### src/rtl/cdc_hs_rx.sv
// Destination-side receiver for a toggle-based req/ack CDC handshake.
// Captures the sender's data when a request toggle arrives, hands it out with valid/ready, and returns an ack toggle.
module cdc_hs_rx #(
   parameter int DATA_WIDTH  = 8,
   parameter int COUNT_WIDTH = 16
) (
   input  logic                   arst_master,
   input  logic                   clk_in_b,
   input  logic                   req_sync_i,
   input  logic [DATA_WIDTH-1:0]  data_i,
   output logic [DATA_WIDTH-1:0]  data_o,
   output logic                   valid_o,
   input  logic                   ready_i,
   output logic                   ack_o,
   output logic                   err_o,
   output logic [COUNT_WIDTH-1:0] count_o
);

   typedef enum logic {
      ST_IDLE,
      ST_HOLD
   } stateT;

   stateT                  r_state;
   stateT                  w_stateNext;
   logic                   r_reqQ;
   logic [DATA_WIDTH-1:0]  r_data;
   logic                   r_valid;
   logic                   r_ack;
   logic                   r_err;
   logic [COUNT_WIDTH-1:0] r_count;
   logic                   w_toggle;
   logic                   w_capture;
   logic                   w_accept;
   logic                   w_violation;

   assign w_toggle = req_sync_i ^ r_reqQ;

   // A toggle seen in HOLD (even on the accepting edge) is dropped and flagged.
   always_comb begin
      w_stateNext = r_state;
      w_capture   = 1'b0;
      w_accept    = 1'b0;
      w_violation = 1'b0;
      case (r_state)
         ST_IDLE: begin
            if (w_toggle) begin
               w_capture   = 1'b1;
               w_stateNext = ST_HOLD;
            end
         end
         ST_HOLD: begin
            w_violation = w_toggle;
            if (ready_i) begin
               w_accept    = 1'b1;
               w_stateNext = ST_IDLE;
            end
         end
         default: w_stateNext = ST_IDLE;
      endcase
   end

   always_ff @(posedge clk_in_b or posedge arst_master) begin
      if (arst_master) begin
         r_state <= ST_IDLE;
         r_reqQ  <= 1'b0;
         r_data  <= '0;
         r_valid <= 1'b0;
         r_ack   <= 1'b0;
         r_err   <= 1'b0;
         r_count <= '0;
      end else begin
         r_state <= w_stateNext;
         r_reqQ  <= req_sync_i;
         if (w_capture) begin
            r_data  <= data_i;
            r_valid <= 1'b1;
         end
         if (w_accept) begin
            r_valid <= 1'b0;
            r_ack   <= ~r_ack;
            r_count <= r_count + COUNT_WIDTH'(1);
         end
         if (w_violation) begin
            r_err <= 1'b1;
         end
      end
   end

   assign data_o  = r_data;
   assign valid_o = r_valid;
   assign ack_o   = r_ack;
   assign err_o   = r_err;
   assign count_o = r_count;

endmodule

### config.mk
export PLATFORM = sky130hd
export DESIGN_NAME = cdc_hs_rx
export DESIGN_NICKNAME = d
export VERILOG_FILES = /design/src/rtl/cdc_hs_rx.sv
export SDC_FILE = /design/constraint.sdc
export NUM_CORES = 1
export LEC_CHECK = 0
export BUFFER_PORTS_ARGS = -buffer_cell sky130_fd_sc_hd__buf_2
export CAP_MARGIN = 30
export CORE_UTILIZATION = 41
export CTS_BUF_LIST = sky130_fd_sc_hd__clkbuf_8
export DETAILED_ROUTE_END_ITERATION = 16
export MAX_ROUTING_LAYER = met4
export PLACE_DENSITY_LB_ADDON = 0.08
export REMOVE_ABC_BUFFERS = 1
export SYNTH_ARGS = -nofsm -noshare
export SYNTH_HDL_FRONTEND = slang
export SYNTH_SLANG_ARGS = --single-unit
### constraint.sdc
create_clock -name clk_in_b -period 1.3 [get_ports clk_in_b]
set_clock_uncertainty 0.05 [all_clocks]
set_input_delay 0.26 -clock clk_in_b [delete_from_list [all_inputs] [get_ports clk_in_b]]
set_output_delay 0.26 -clock clk_in_b [all_outputs]
set_load 0.1 [all_outputs]
==> reports/results.txt <==
Status = complete, but fails checks
Failing checks = negative hold slack, negative setup slack
Pre-antenna DRT Iters = 4
CP Launch Type = flip-flop
Die Ht = 56.07 microns
Clock latency on the worst-skew pair = 0.28 ns
P_int = 3089 uW
Final wirelength = 2.872 mm
Worst R2R End = count_o[15]
Slew Limit Fails = 0
Dpl cells = 174
RSZ-0062 raised after global routing = true
Overall Power = 5693 uW
Adder-cell share of the synthesized area = 1.044%
Core Util, Final = 81.90%
Sw Share = 45.75%
Max Cap Violations = 0
Final min period = 1.450 ns
Reg2Reg Depth = 4
Final Hold Viols = 4
Flops & latches, synth = 29
Post-synthesis mux area share = 8.455%
CTS tree = yes
CP Data Required Time = 1.42 ns
Synth cell types = 21
Final worst setup slack = -0.1496 ns
Routability Congestion = 0.8103
Leakage = 0.001102 uW
R2R Setup Slk = -0.15 ns
Synth area leader = dfrtp_1
Vias in the first global route = 1004
Peak VDD IR = 2.771 mV
Final cell count without fillers = 190
Family with the most delay on the worst path = simple AND/OR/NAND/NOR gates
Synth Area in Compound Gates = 1.983%
Die W = 56.07 microns
Hold_buf cts = 0
Synth area leaders = dfrtp_1 (61%), mux2_2 (8.5%), xor2_1 (6.6%)
Post-detailed-route via-to-cell ratio = 5.032
Largest net degree at the start of global routing = 30
Initial core utilization = 43.47%
Min-delay worst type = input pin to async pin
DRC viols = 0
Share of cells above drive strength 1 = 60.38%
Largest family of logic cells by synthesized area = simple AND/OR/NAND/NOR gates
Critical path cell sequence = nand4_1 > nor4_4 > nand3_1 > xnor2_1
Highest clock rate = 689.9 MHz
Warnings from Yosys = 0
First-pass GRT wire length = 4.685 mm
Flop pwr share = 23.8%
Initial antenna violation count = 0
CP max-delay cell = dfrtp_1
Clock buffer depth = 2
Final setup vio count = 23
PortBufs = 38
Core Rows = 19
CORE AREA = 2758 sq um
Cell Area, Synth = 1199 sq um
Synth Area in XOR/XNOR = 12.42%
Slew of the pin with the lowest slew margin = 0.3697 ns
Combinational share of power = 59.2%
Num CTS Buffers = 5
H-tree levels = 2
Detail Route Antenna Nets = 0
Clk sinks = 29
Die footprint = 3144 sq um
Avg Cell Area, Syn = 13.78 sq um
Area grow syn2layout = 88.41%
Hpwl dp = 1.719 mm
Crit path max fanout = 5
Iter 0 DRT Violations = 19
CTS Root Cell = clkbuf_8
Clock power frac = 17.1%
GRT Util Overall = 20.56%
Synth top area share = 60.54%
Delay of the slowest critical-path stage = 0.46 ns
Antenna cells = 0
PwrDens = 2521 nW/um^2
Remaining Overflow, GRT = 0
WL/cell = 15.12 microns
Clock-pin transition on the worst setup and hold timing paths = 0.06 ns
Io pins = 39
Sw Pwr = 2604 uW
CP Class = flip-flop to flip-flop
WP buf/inv = 0
Final hold slack = -0.001160 ns
R2R Path Start = count_o[9]
Via count = 956
Sequential area share after synthesis = 60.54%
WP data arrival = 1.57 ns
Cells after synthesis = 87
Nets@finish = 171
Crit. End Element = flip-flop
Synth Area in Simple Gates = 14.30%
Period Utilization, post-route = 111.5%
Final setup TNS = -1.266 ns
Slew HR = 75.35%
registers in the layout (all words and copies together), names as in the netlist:
name / count
ack_o: 1
count_o: 16
data_o: 8
err_o: 1
r_reqQ: 1
r_state: 1
valid_o: 1
power groups by stage:
| stage | registers, uW | clock network (uW) | logic (uW) |
|---|---|---|---|
| floorplan | 2850 | 0 | 329 |
| global placement | 1330 | 0 | 3140 |
| detailed placement | 1350 | 0 | 3160 |
| CTS | 1350 | 984 | 3310 |
| global route | 1380 | 1030 | 3470 |
| finish | 1350 | 971 | 3370 |
through the flow:
step	hold WS [ns]	cell area (sq um)	setup slack (ns)
3_5_place_dp	0.3112	1964	-0.1136
6_report	-0.001160	2258	-0.1496
5_1_grt	0.03218	2258	-0.2336
3_3_place_gp	0.2924	1964	-0.06735
2_1_floorplan	0.2414	1187	-0.8304
4_1_cts	0.01076	2176	-0.08075
kinds of logic (layout without fill, tap and decap cells):
logic type | count (synthesis) | in the layout
AO/OA/AOI/OAI | 3 | 3
XOR/XNOR | 17 | 17
adder cells (fa/ha/maj) | 1 | 1
buffers and inverters | 2 | 73
flip-flops | 29 | 29
multiplexers | 9 | 9
AND/OR/NAND/NOR | 26 | 27
layout make-up:
| type | instances | area (sq um) |
|---|---|---|
| sequential | 29 | 728.2 |
| tap | 31 | 38.79 |
| inverter | 1 | 3.754 |
| fill | 153 | 499.2 |
| timing repair buffer | 64 | 832.0 |
| clock inverter | 2 | 37.54 |
| multi-input combinational | 57 | 535.5 |
| clock buffer | 6 | 82.58 |
cells in the final DEF, fill, tap and decap left out, types with 2 or more instances in the layout:
| cell type | instances |
|---|---|
| nand2_1 | 2 |
| dfrtp_2 | 2 |
| dfrtp_1 | 27 |
| clkbuf_8 | 6 |
| nand3_1 | 6 |
| nand4_1 | 2 |
| buf_6 | 11 |
| and3_1 | 5 |
| buf_2 | 11 |
| xor2_1 | 8 |
| mux2_4 | 8 |
| and2b_2 | 2 |
| xnor2_1 | 8 |
| buf_4 | 15 |
| buf_12 | 27 |
| o21a_1 | 2 |
worst max path at each step:
stage                     startpoint          end  slack, ns  cells past startpoint
after floorplan           count_o[0]  count_o[15]      -0.83                      4
after global placement    req_sync_i    data_o[0]      -0.07                      4
after detailed placement  count_o[0]  count_o[10]      -0.11                      5
after CTS                 count_o[9]  count_o[15]      -0.08                      4
after global routing      count_o[0]  count_o[12]      -0.23                      6
final                     count_o[9]  count_o[15]      -0.15                      4
worst min-delay path, stage by stage:
cell	delay (ns)
buf_2	0.09
inv_1	0.05
buf_4	0.34
synth_stat cells:
master,count
nor4_2,1
ha_1,1
and3_1,5
nand2_1,2
nand3_4,1
a21o_2,1
inv_1,1
dfrtp_1,29
xor2_1,9
and2b_2,1
o21a_1,2
and2_1,1
nor3_4,1
nor3_1,2
buf_6,1
nor2_1,2
mux2_2,9
nand3_1,7
nand4_1,2
xnor2_1,8
nand2_2,1
per-layer routing:
| metal | vias to the layer above | routed length (microns) | part of all wire (%) | GRT usage (%) |
|---|---|---|---|---|
| li1 | 442 | - | - | - |
| met1 | 478 | 1160 | 40 | 23.54 |
| met2 | 30 | 1497 | 52 | 33.16 |
| met3 | 6 | 173 | 6.0 | 7.674 |
| met4 | 0 | 41 | 1.4 | 7.317 |
| met5 | - | 0 | 0 | - |
timing repair:
action                     CTS  global route
setup buffers                2             5
gates resized for setup     19            11
pin swaps                    7             5
setup endpoints to repair   27            30
cloned                       1             0
No activity file was read; power rests on OpenSTA's default activity.
